--- config.mk ---
export PLATFORM = sky130hd
export DESIGN_NAME = skilift_lock_ctrl_flat
export DESIGN_NICKNAME = d
export VERILOG_FILES = /design/src/rtl/skilift_lock_if.sv /design/src/rtl/skilift_lock_ctrl.sv /design/src/flat_wrapper.sv
export SDC_FILE = /design/constraint.sdc
export NUM_CORES = 1
export LEC_CHECK = 0
export ABC_AREA = 1
export BUFFER_PORTS_ARGS = -buffer_cell sky130_fd_sc_hd__buf_4
export CAP_MARGIN = 20
export CORE_UTILIZATION = 55
export CTS_BUF_LIST = sky130_fd_sc_hd__clkbuf_8
export DETAILED_ROUTE_END_ITERATION = 7
export HOLD_SLACK_MARGIN = 0.03
export PLACE_DENSITY = 0.84
export REMOVE_ABC_BUFFERS = 1
export SYNTH_ARGS = -nofsm -noshare
export SYNTH_HDL_FRONTEND = slang
export SYNTH_SLANG_ARGS = --single-unit
--- constraint.sdc ---
create_clock -name clk -period 3 [get_ports clk]
set_clock_uncertainty 0.2 [all_clocks]
set_input_delay 0.15 -clock clk [delete_from_list [all_inputs] [get_ports clk]]
set_output_delay 0.15 -clock clk [all_outputs]
set_load 0.005 [all_outputs]
--- src/rtl/skilift_lock_if.sv ---
// rtl/skilift_lock_if.sv - requester/response bundle for the Skilift key-check sequencer
interface skilift_lock_if #(
    parameter int NREQ = 2,
    parameter int IDW  = (NREQ > 1) ? $clog2(NREQ) : 1
);
    logic [NREQ-1:0]      req_valid;
    logic [64*NREQ-1:0]   req_key;
    logic [NREQ-1:0]      req_ready;
    logic                 rsp_valid;
    logic                 rsp_ready;
    logic [IDW-1:0]       rsp_id;
    logic                 rsp_match;
    logic [7:0]           fail_count;
    logic                 locked_out;
    logic                 lock_open;

    modport master (
        output req_valid, req_key, rsp_ready,
        input  req_ready, rsp_valid, rsp_id, rsp_match, fail_count, locked_out, lock_open
    );

    modport slave (
        input  req_valid, req_key, rsp_ready,
        output req_ready, rsp_valid, rsp_id, rsp_match, fail_count, locked_out, lock_open
    );
endinterface

--- src/rtl/skilift_lock_ctrl.sv ---
// rtl/skilift_lock_ctrl.sv - round-robin key-check sequencer with failure lockout
module skilift_lock_ctrl #(
    parameter int NREQ           = 2,
    parameter int MAX_FAIL       = 3,
    parameter int LOCKOUT_CYCLES = 16
) (
    input  logic           clk,
    input  logic           rst,
    skilift_lock_if.slave  bus
);
    localparam int IDW = (NREQ > 1) ? $clog2(NREQ) : 1;
    localparam int CW  = $clog2(LOCKOUT_CYCLES + 1);

    localparam logic [63:0] KEY_MASK   = 64'hF0F0_F0F0_F0F0_F0F0;
    localparam logic [63:0] KEY_XOR    = 64'h4841_434B_4552_5321;
    localparam logic [63:0] KEY_SUB    = 64'h0000_0000_00BC_614E;
    localparam logic [63:0] KEY_TARGET = 64'h5443_474D_489D_FDD3;

    typedef enum logic [2:0] {IDLE, ST1, ST2, ST3, ST4, RESP, LOCKOUT} state_t;

    state_t          state_q, state_d;
    logic [IDW-1:0]  rr_q, rr_d;
    logic [63:0]     data_q, data_d;
    logic [IDW-1:0]  rsp_id_q, rsp_id_d;
    logic            rsp_match_q, rsp_match_d;
    logic [7:0]      fail_q, fail_d;
    logic            lock_open_q, lock_open_d;
    logic [CW-1:0]   cnt_q, cnt_d;

    logic            grant_found;
    logic [IDW-1:0]  grant_id;
    logic [NREQ-1:0] ready_c;
    logic [7:0]      fail_inc;

    function automatic logic [IDW-1:0] wrap_idx(input logic [IDW-1:0] base, input int k);
        int s;
        s = int'(base) + k;
        if (s >= NREQ) s = s - NREQ;
        return IDW'(s);
    endfunction

    // First valid requester at or above the rr pointer, wrapping around.
    always_comb begin
        grant_found = 1'b0;
        grant_id    = '0;
        for (int k = 0; k < NREQ; k++) begin
            if (!grant_found && bus.req_valid[wrap_idx(rr_q, k)]) begin
                grant_found = 1'b1;
                grant_id    = wrap_idx(rr_q, k);
            end
        end
    end

    always_comb begin
        state_d     = state_q;
        rr_d        = rr_q;
        data_d      = data_q;
        rsp_id_d    = rsp_id_q;
        rsp_match_d = rsp_match_q;
        fail_d      = fail_q;
        lock_open_d = lock_open_q;
        cnt_d       = cnt_q;
        ready_c     = '0;
        fail_inc    = (fail_q == 8'hFF) ? fail_q : fail_q + 8'd1;
        case (state_q)
            IDLE: begin
                if (grant_found) begin
                    ready_c[grant_id] = 1'b1;
                    data_d   = bus.req_key[64*int'(grant_id) +: 64];
                    rsp_id_d = grant_id;
                    rr_d     = (int'(grant_id) == NREQ - 1) ? '0 : grant_id + IDW'(1);
                    state_d  = ST1;
                end
            end
            ST1: begin
                data_d  = data_q & KEY_MASK;
                state_d = ST2;
            end
            ST2: begin
                data_d  = data_q << 5;
                state_d = ST3;
            end
            ST3: begin
                data_d  = data_q ^ KEY_XOR;
                state_d = ST4;
            end
            ST4: begin
                data_d      = data_q - KEY_SUB;
                rsp_match_d = ((data_q - KEY_SUB) == KEY_TARGET);
                state_d     = RESP;
            end
            RESP: begin
                if (bus.rsp_ready) begin
                    if (rsp_match_q) begin
                        fail_d      = 8'd0;
                        lock_open_d = 1'b1;
                        state_d     = IDLE;
                    end else begin
                        fail_d = fail_inc;
                        if (int'(fail_inc) >= MAX_FAIL) begin
                            cnt_d   = CW'(LOCKOUT_CYCLES);
                            state_d = LOCKOUT;
                        end else begin
                            state_d = IDLE;
                        end
                    end
                end
            end
            LOCKOUT: begin
                if (cnt_q == CW'(1)) begin
                    cnt_d   = '0;
                    fail_d  = 8'd0;
                    state_d = IDLE;
                end else begin
                    cnt_d = cnt_q - CW'(1);
                end
            end
            default: state_d = IDLE;
        endcase
    end

    always_ff @(posedge clk or posedge rst) begin
        if (rst) begin
            state_q     <= IDLE;
            rr_q        <= '0;
            data_q      <= '0;
            rsp_id_q    <= '0;
            rsp_match_q <= 1'b0;
            fail_q      <= 8'd0;
            lock_open_q <= 1'b0;
            cnt_q       <= '0;
        end else begin
            state_q     <= state_d;
            rr_q        <= rr_d;
            data_q      <= data_d;
            rsp_id_q    <= rsp_id_d;
            rsp_match_q <= rsp_match_d;
            fail_q      <= fail_d;
            lock_open_q <= lock_open_d;
            cnt_q       <= cnt_d;
        end
    end

    // Grants are combinational from req_valid, so hold them off while reset is asserted.
    assign bus.req_ready  = rst ? '0 : ready_c;
    assign bus.rsp_valid  = (state_q == RESP);
    assign bus.rsp_id     = rsp_id_q;
    assign bus.rsp_match  = rsp_match_q;
    assign bus.fail_count = fail_q;
    assign bus.locked_out = (state_q == LOCKOUT);
    assign bus.lock_open  = lock_open_q;
endmodule
--- src/flat_wrapper.sv ---
// flat-port wrapper written by rule: the top's interface ports become plain ports
module skilift_lock_ctrl_flat 
#(
    parameter int NREQ           = 2,
    parameter int MAX_FAIL       = 3,
    parameter int LOCKOUT_CYCLES = 16
)
  (clk, rst, bus_req_valid, bus_req_key, bus_rsp_ready, bus_req_ready, bus_rsp_valid, bus_rsp_id, bus_rsp_match, bus_fail_count, bus_locked_out, bus_lock_open);
  skilift_lock_if #(.NREQ(NREQ)) bus_i ();
  input  logic clk;
  input  logic rst;
  input wire logic [$bits(bus_i.req_valid)-1:0] bus_req_valid;
  input wire logic [$bits(bus_i.req_key)-1:0] bus_req_key;
  input wire logic [$bits(bus_i.rsp_ready)-1:0] bus_rsp_ready;
  output wire logic [$bits(bus_i.req_ready)-1:0] bus_req_ready;
  output wire logic [$bits(bus_i.rsp_valid)-1:0] bus_rsp_valid;
  output wire logic [$bits(bus_i.rsp_id)-1:0] bus_rsp_id;
  output wire logic [$bits(bus_i.rsp_match)-1:0] bus_rsp_match;
  output wire logic [$bits(bus_i.fail_count)-1:0] bus_fail_count;
  output wire logic [$bits(bus_i.locked_out)-1:0] bus_locked_out;
  output wire logic [$bits(bus_i.lock_open)-1:0] bus_lock_open;
  assign bus_i.req_valid = bus_req_valid;
  assign bus_i.req_key = bus_req_key;
  assign bus_i.rsp_ready = bus_rsp_ready;
  assign bus_req_ready = bus_i.req_ready;
  assign bus_rsp_valid = bus_i.rsp_valid;
  assign bus_rsp_id = bus_i.rsp_id;
  assign bus_rsp_match = bus_i.rsp_match;
  assign bus_fail_count = bus_i.fail_count;
  assign bus_locked_out = bus_i.locked_out;
  assign bus_lock_open = bus_i.lock_open;
  skilift_lock_ctrl #(.NREQ(NREQ), .MAX_FAIL(MAX_FAIL), .LOCKOUT_CYCLES(LOCKOUT_CYCLES)) u_core (.clk(clk), .rst(rst), .bus(bus_i));
endmodule
Word-level counts from Yosys, hierarchy flattened
Index checks and enable logic that the tools add are counted.
Storage, ports and cells
  register bits: 84
  input port bits: 133
  output and inout port bits: 15
  logic and storage cells: 95
Cells by class
  add/sub/neg operators: 7
  order comparisons: 7
  eq/ne operators: 14
  shifts and indexed selects: 1
  muxes and demuxes: 34
  bitwise logic cells: 3
  reductions and logical operators: 18
Operators with widths (number)
  64-bit one-hot mux with 5 select lines: 1
  128-bit by 8-bit indexed part select with 64-bit output: 1
  64-bit by 63-bit == test with 1-bit output, second input constant: 1
  64-bit 2-to-1 mux: 1
  64-bit by 24-bit subtractor with 64-bit output, second input constant: 1
  8-bit 2-to-1 mux: 4
  23-bit inverter: 1
  3-bit one-hot mux with 7 select lines: 1
  5-bit 2-to-1 mux: 4
  8-bit one-hot mux with 2 select lines: 1
  3-bit 2-to-1 mux: 5
  3-bit AND reduction: 5
  1-bit 2-to-1 mux: 12
  5-bit one-hot mux with 2 select lines: 1
  3-bit == test, second input constant: 3
  8-bit by 1-bit adder with 8-bit output, second input constant: 1
  8-bit == test, second input constant: 1
  8-bit by 2-bit >= comparator with 1-bit output, second input constant: 1
  4-bit AND reduction: 2
  4-bit nonzero test: 2
  3-bit by 2-bit == test with 1-bit output, second input constant: 2
  1-bit by 2-bit < comparator with 1-bit output, second input constant: 3
  2-bit 2-to-1 mux: 3
  2-bit by 1-bit != test with 1-bit output, second input constant: 3
  other kinds (19): 24

Logic depth before layout (Yosys ltp)
Gate-level depths: netlist (run 1).
  depth in word-level cells: 15
  mapped depth: 19
  depth with buffers taken out: 18

Worst setup path before layout (run 1)
Ideal clock, no wire load.
  path type: reg-to-reg
  start: reg u_core.data_q[1]
  end: reg u_core.rsp_match_q, in the netlist u_core.bus.rsp_match
  setup time: 0.065 ns
  arrival: 1.805 ns
  data required time: 2.735 ns
  slack: 0.929 ns
  stages on the path, launching flop included: 16
  path buffers: 0
  period minus slack after synthesis: 2.071 ns
  path through: dfrtp_1 > ha_1 > nand2_1 > nand2_1 > nand3_1 > nand2_1 > nand2_1 > nand2_1 > o21ai_0 > nand2_1 > nand3b_1 > nor2_1 > nand2_1 > nor2_1 > nand2_1 > nand2_1
On the way
  longest elaborated chain between the ends: 2
RTL lines
  from (decl): line skilift_lock_ctrl.sv:23  | logic [63:0] data_q, data_d;
  from (signal assigned): line skilift_lock_ctrl.sv:135  | data_q <= data_d;
  64-bit by 24-bit subtractor with 64-bit output: line skilift_lock_ctrl.sv:89  | rsp_match_d = ((data_q - KEY_SUB) == KEY_TARGET);
  64-bit by 63-bit == test with 1-bit output: line skilift_lock_ctrl.sv:89
  to (signal assigned): line skilift_lock_ctrl.sv:137  | rsp_match_q <= rsp_match_d;
  to (decl): line skilift_lock_ctrl.sv:25  | logic rsp_match_q, rsp_match_d;
Every way passes these cells.
A chain may end at the register's enable or synchronous reset.

Final worst setup path (run 1)
  start: reg u_core.state_q[0]
  end: reg u_core.data_q[58]
On the way
  longest elaborated chain between the ends: 3
  elaborated cells on any way between the ends: 10
  those cells by class: eq/ne (5); mux (1); bitwise (1); reduce/logical (3)
RTL lines
  from (decl): line skilift_lock_ctrl.sv:21  | state_t state_q, state_d;
  from (signal assigned): line skilift_lock_ctrl.sv:133  | state_q <= state_d;
  3-bit by 1-bit == test with 1-bit output (tied with other cells): line skilift_lock_ctrl.sv:65  | case (state_q)
  4-bit nonzero test (no source line) (tied with other cells)
  3-bit AND reduction (no source line)
Parallel ways exist; a longest one is shown, timed or not.

==> results of run 1 <==
worst min-delay path: stages:
cell	delay [ns]
buf_4	0.08
nand2_1	0.04
a21oi_1	0.15
o21ai_0	0.09
o21ai_0	0.08
per-layer routing:
layer  GRT usage (%)  vias to the layer above  wire [µm]
met5               0                        -         46
met4            30.5                        2       2680
met3            19.6                      328       6500
met2            79.9                     1229      16200
met1            65.3                     5250      13900
li1                -                     5073          -
sequential cells by signal (all words and copies together), names as in the netlist:
name,flops
u_core.bus.fail_count,8
u_core.bus.lock_open,1
u_core.bus.rsp_id,1
u_core.bus.rsp_match,1
u_core.cnt_q,5
u_core.data_q,64
u_core.rr_q,1
u_core.state_q,3
layout make-up:
type                       count  area share (%)
clock buffer                   9            1.15
sequential                    84            19.5
tap                          180            2.08
clock inverter                 7           0.949
inverter                     137            4.84
multi-input combinational   1136            48.8
timing repair buffer         284            22.7
synth_stat cells (4+ instances only):
library cell	instances
nand2_1	515
buf_2	4
o2111ai_1	8
nor2_1	160
inv_1	123
o21ai_1	6
nor2_2	8
nor2_4	4
xor2_1	21
ha_1	4
nand3b_1	5
nand4_1	19
o21ai_0	123
nand2_2	11
nor3_1	18
a221oi_1	8
inv_2	14
a21oi_1	49
o22ai_1	20
o211ai_1	12
clkbuf_1	38
dfrtp_1	84
nand3_1	115
through the flow:
step / total power, W / hold slack [ns]
2_1_floorplan: 0.00622 / 0.123
3_3_place_gp: 0.00848 / 0.127
3_5_place_dp: 0.00856 / 0.125
4_1_cts: 0.0100 / 0.0324
5_1_grt: 0.0115 / 0.0454
6_report: 0.0110 / 0.0274
kinds of logic after synthesis:
logic type / count (synthesis)
simple gates: 865
compound gates: 245
buf+inv: 183
flops: 84
xor+xnor: 22
fa+ha+maj: 4
worst min path at each step:
stage | start | slack (ns) | cells past startpoint | end
2_1_floorplan | bus_rsp_ready | 0.12 | 3 | u_core.state_q[0]
4_1_cts | bus_req_key[123] | 0.03 | 5 | u_core.data_q[59]
3_5_place_dp | rst | 0.12 | 2 | u_core.bus.lock_open
5_1_grt | bus_req_key[123] | 0.05 | 5 | u_core.data_q[59]
6_report | bus_req_key[123] | 0.03 | 5 | u_core.data_q[59]
3_3_place_gp | rst | 0.13 | 2 | u_core.bus.lock_open
repair_timing:
action | in CTS | in global routing
setup endpoints to repair | 0 | 39
gates resized for setup | 0 | 14
endpoints found under the hold margin | 102 | 0
hold buffers | 112 | 0
power breakdown:
group          total [W]  internal [W]  leakage (nW)  switching, W
sequential       0.00232       0.00161          1.07      0.000712
clock            0.00103      0.000483         0.117      0.000545
combinational    0.00762       0.00244          4.04       0.00518
==> results.toml, run 1 <==
[detailed_routing]
drtIter0Drc = 1979
vias = 11900
wl_per_cell_um = 21.4
dr.pass1.iters = 8
via_per_inst = 6.47
ant_nets = 0
drc = 15
wirelength_um = 39300

[pwr]
cellPowerDensity_nw_per_um2 = 1010
p_leak_nw = 5.23
vdd_drop_max_mv = 0.924

[synthesis]
ys.flop_type = "dfrtp_1"
synth-compound-area-share_pct = 17.4
synth_enable_flop_cells = 0
yosys_warnings = 0
synthAdderAreaFrac_pct = 0.622
syn_area_um2 = 8040
synth_area_per_cell_um2 = 5.73
yosys_register_bits = 84
synth_top_cells_by_area = "dfrtp_1, nand2_1, o21ai_0, nor2_1, nand3_1"
synth_top_family_by_area = "simple AND/OR/NAND/NOR gates"
yosysTopAreaCell = "dfrtp_1"
synth_seq_area_share_pct = 26.1
synth-xor-area-share_pct = 2.40
synthArstFlopShare_pct = 100
netlist_instances = 1403
ys_types = 42
synth_simple_gate_area_share_pct = 44.8
yosys.area.top_type_share_pct = 26.1
synthMuxAreaShare_pct = 0

[place]
gp_congestion = 1.09
place_inst = 1709
placed_area_um2 = 9420
io_buffer_count = 147
place_hpwl_um = 24800
pre_cts_ws_ns = 0.232

[layout]
layout_commonest_cell = "nand2_1"
final_cell_mix = "nand2_1, buf_4, nor2_1, o21ai_0, inv_1"
fin_area_um2 = 10800
register_area_um2 = 2100
final_cells = 1837
n_antenna_cell = 0
post-route-util_pct = 76.7
n_fill_cell = 1051
nNetsFinal = 1789
multiInputGateArea_um2 = 5280
drive_above_1_share_pct = 14.8
syn_to_final_growth_pct = 34.4

[global_routing]
grt_first_pass_wirelength_um = 60100
grt-ovfl-total = 0
grt_pass1_vias = 11500
track_usage_pct = 53.2
antenna_found_initial = 0
grt_max_degree = 45

[sta]
hold_viol_final = 0
maxSlewViolCount = 0
fmax_mhz = 331
relSlewSlack_pct = 44.9
fin_crit_sh_pct = 101
rsz0062_at_grt = "yes"
worst-slew-pin-transition_ns = 0.826
worst_slack_ns = -0.0192
finalSetupViolations = 1
fin_setup_tns_ns = -0.0192
finalCriticalPeriod_ns = 3.02

[die]
die_w_um = 123
ioPinCount = 148
rows = 43
core_area_um2 = 14100
start_util_pct = 57.1
dieArea_um2 = 15100
die_y_um = 123

[clocking]
clock_latency_ns = 0.42
cts_buffer_depth = 2
cts.sink_count = 84
numCtsBuffers = 9
clk_transition_reported_paths_ns = 0.11
cts_max_level = 3
clockRootBuffer = "clkbuf_8"
post_cts_buffers = 0
cts_tree = "yes"

[worst_setup_path]
endpoint_kind = "register"
rrSetupSlack_ns = -0.02
crit_end = "u_core.data_q[58]"
r2r_start = "u_core.state_q[0]"
cpMaxStageDelayCell = "dfrtp_1"
cp-start-kind = "register"
cp_max_fo = 26
path_buf_inv = 5
critPathTopFamily = "simple AND/OR/NAND/NOR gates"
crit_chain = "inv_1 -> nand2_1 -> nor2_1 -> inv_1 -> nor2_1 -> inv_1 -> nand2_1 -> inv_2 -> nand2_2 -> inv_1 -> nand3_1 -> o21ai_0"
arrival_ns = 3.10
reg2reg_to = "u_core.data_q[58]"
r2r_cells = 12
cp.depth = 12
worst_path_largest_cell_delay_ns = 0.47
startpoint = "u_core.state_q[0]"
path_common_cell = "inv_1"
required_ns = 3.08
path_class = "register to register"

[run_status]
run_status = "finished, violations left"
violations = "design-rule violations, negative setup slack"

[hold_path]
min_path_type = "input pin to register"

[job]
max-cap-violations = 0
Power figures use the tool's default switching activity.
==> inputs of run 2 (changes only) <==
--- a/config.mk
+++ b/config.mk
@@ -13,6 +13,7 @@
 export DETAILED_ROUTE_END_ITERATION = 7
 export HOLD_SLACK_MARGIN = 0.03
-export PLACE_DENSITY = 0.84
+export PLACE_DENSITY = 0.79
 export REMOVE_ABC_BUFFERS = 1
+export SLEW_MARGIN = 20
 export SYNTH_ARGS = -nofsm -noshare
 export SYNTH_HDL_FRONTEND = slang
==> constraint.sdc (replaced) <==
create_clock -name clk -period 3 [get_ports clk]
set_clock_uncertainty 0.2 [all_clocks]
set_input_delay 0.15 -clock clk [delete_from_list [all_inputs] [get_ports clk]]
set_output_delay 0.15 -clock clk [all_outputs]
set_load 0.01 [all_outputs]
==> run 2 against run 1 <==
Effect of this change:
- the flow now finishes without violations
- power fell by 2.8%
- count of clock-buffer cells in the layout up 2
- combinational power down 2%
- die area is the same
- via count decreased by 1.8%
- first-iteration DRC count fell by 10%
- register-to-register slack better by 0.09 ns
- core utilization is 0.16 points lower
- wire length down 4.8%
- critical path depth down 1
- clock power fell by 13%
- critical endpoint is now u_core.data_q[12]
- largest power group unchanged
==> results.toml, run 2 (same netlist as run 1, synthesis figures left out) <==
[run_status]
run_status = "finished, final reports clean"

[worst_setup_path]
worst_path_largest_cell_delay_ns = 0.57
endpoint_kind = "register"
cp_max_fo = 11
path_class = "register to register"
path_common_cell = "nand3_1"
cp-start-kind = "register"
r2r_cells = 11
arrival_ns = 3.00
cpMaxStageDelayCell = "dlygate4sd3_1"
r2r_start = "u_core.state_q[0]"
crit_chain = "inv_1 -> nand2_1 -> nor2_2 -> nor2_1 -> nand2_2 -> clkinv_4 -> buf_4 -> nand3_1 -> dlygate4sd3_1 -> nand3_1 -> o21ai_0"
required_ns = 3.08
rrSetupSlack_ns = 0.07
reg2reg_to = "u_core.data_q[12]"

[layout]
layout_commonest_cell = "nand2_1"
fin_area_um2 = 10800
final_cell_mix = "nand2_1, buf_4, nor2_1, o21ai_0, inv_1"
final_cells = 1842
drive_above_1_share_pct = 14.8
post-route-util_pct = 76.5
largest_register_ffs = 64
syn_to_final_growth_pct = 34.1
top_register = "u_core.data_q"
n_antenna_cell = 0
nNetsFinal = 1794

[detailed_routing]
wl_met1_um = 13900
wirelength_um = 37400
wl_met2_um = 15800
via_per_inst = 6.33
ant_nets = 0
dr.pass1.iters = 7
drc = 0
wl_per_cell_um = 20.3
drtIter0Drc = 1775
highest_layer = "met4"
vias = 11700
route.met3.wl_um = 5360

[clocking]
clockRootBuffer = "clkbuf_8"
cts_max_level = 3
cts.sink_count = 84
cts_tree = "yes"
clk_transition_reported_paths_ns = 0.12
clock_latency_ns = 0.42
numCtsBuffers = 9
cts_buffer_depth = 2
post_cts_buffers = 0

[place]
io_buffer_count = 147
pre_cts_ws_ns = 0.275
place_hpwl_um = 24900
gp_congestion = 1.06
placed_area_um2 = 9420
place_inst = 1711

[hold_path]
whs_path_depth = 5
min_path_type = "input pin to register"
hold-path-endpoint = "u_core.data_q[45]"
min-delay-start = "bus_req_key[109]"

[sta]
worst_slack_ns = 0.0746
worst-slew-pin-transition_ns = 0.811
relSlewSlack_pct = 45.9
rsz0062_at_grt = "no"
holdWs_ns = 0.0177
finalSetupViolations = 0
maxSlewViolCount = 0
fin_crit_sh_pct = 97.5
hold_viol_final = 0
finalCriticalPeriod_ns = 2.93
fmax_mhz = 342

[global_routing]
antenna_found_initial = 0
grt_max_degree = 46
track_usage_pct = 50.8
grt-ovfl-total = 0
grt_first_pass_wirelength_um = 57900
grt_pass1_vias = 11200

[die]
rows = 43
core_area_um2 = 14100
start_util_pct = 57.1
die_y_um = 123
die_w_um = 123
ioPinCount = 148
dieArea_um2 = 15100

[pwr]
cellPowerDensity_nw_per_um2 = 989
vdd_drop_max_mv = 0.704
p_leak_nw = 5.23

[job]
max-cap-violations = 0
[run 2: changes by cell type in the layout (fill, tap and decap cells not counted), sizes merged]
| cell | change |
|---|---|
| buf | +2 |
| bufinv | -2 |
| clkbuf | +2 |
| clkinv | +3 |
| clkinvlp | +1 |
| dlygate4sd3 | +2 |
| inv | -3 |
[run 2: metrics by stage]
| stage | TNS [ns] | power [W] |
|---|---|---|
| 2_1_floorplan | -30.20 | 0.00623 |
| 3_3_place_gp | 0 | 0.00846 |
| 3_5_place_dp | 0 | 0.00855 |
| 4_1_cts | 0 | 0.00989 |
| 5_1_grt | 0 | 0.0112 |
| 6_report | 0 | 0.0107 |
[run 2: layout make-up]
type / instances / area, µm²
clock buffers: 11 / 151
multi-input cells: 1136 / 5270
repair inverters: 1 / 5.00
fillers: 1062 / 3310
well taps: 180 / 225
repair buffers: 288 / 2470
flip-flops and latches: 84 / 2100
clock inverters: 5 / 42.5
inverters: 137 / 520
[run 2: report_power, final]
group	switching, W	internal [W]	total, W
clock network	0.000541	0.000356	0.000897
registers	0.000710	0.00161	0.00232
logic	0.00500	0.00244	0.00744
total	0.00626	0.00440	0.0107
[run 2: how the worst max path moves through the flow]
| stage | cells after the start | startpoint | end | slack [ns] |
|---|---|---|---|---|
| after floorplan | 10 | u_core.state_q[0] | u_core.data_q[20] | -0.89 |
| after global placement | 15 | u_core.data_q[29] | u_core.bus.rsp_match | 0.36 |
| after detailed placement | 13 | u_core.state_q[0] | u_core.data_q[2] | 0.28 |
| after CTS | 11 | u_core.state_q[0] | u_core.data_q[12] | 0.13 |
| after global routing | 10 | u_core.state_q[0] | u_core.data_q[44] | 0.002 |
| final | 11 | u_core.state_q[0] | u_core.data_q[12] | 0.07 |
[run 2: routing by layer]
| layer | vias to the layer above | GRT usage [%] |
|---|---|---|
| met3 | 252 | 14.3 |
| met1 | 5226 | 65.0 |
| met5 | - | 0 |
| met2 | 1096 | 77.1 |
| met4 | 0 | 27.6 |
| li1 | 5089 | - |
[run 2: worst max-delay path, delay by kind of cell (launching register included)]
kind                   cells  cell delay (ns)
buffers and inverters      4             1.08
AND/OR/NAND/NOR            6             0.94
flip-flops                 1             0.47
AO/OA/AOI/OAI              1             0.08
[run 2: repair_timing]
item	4_1_cts	5_1_grt
endpoints found under the setup margin	0	24
hold buffers	114	0
resized for setup	0	9
endpoints found under the hold margin	103	0
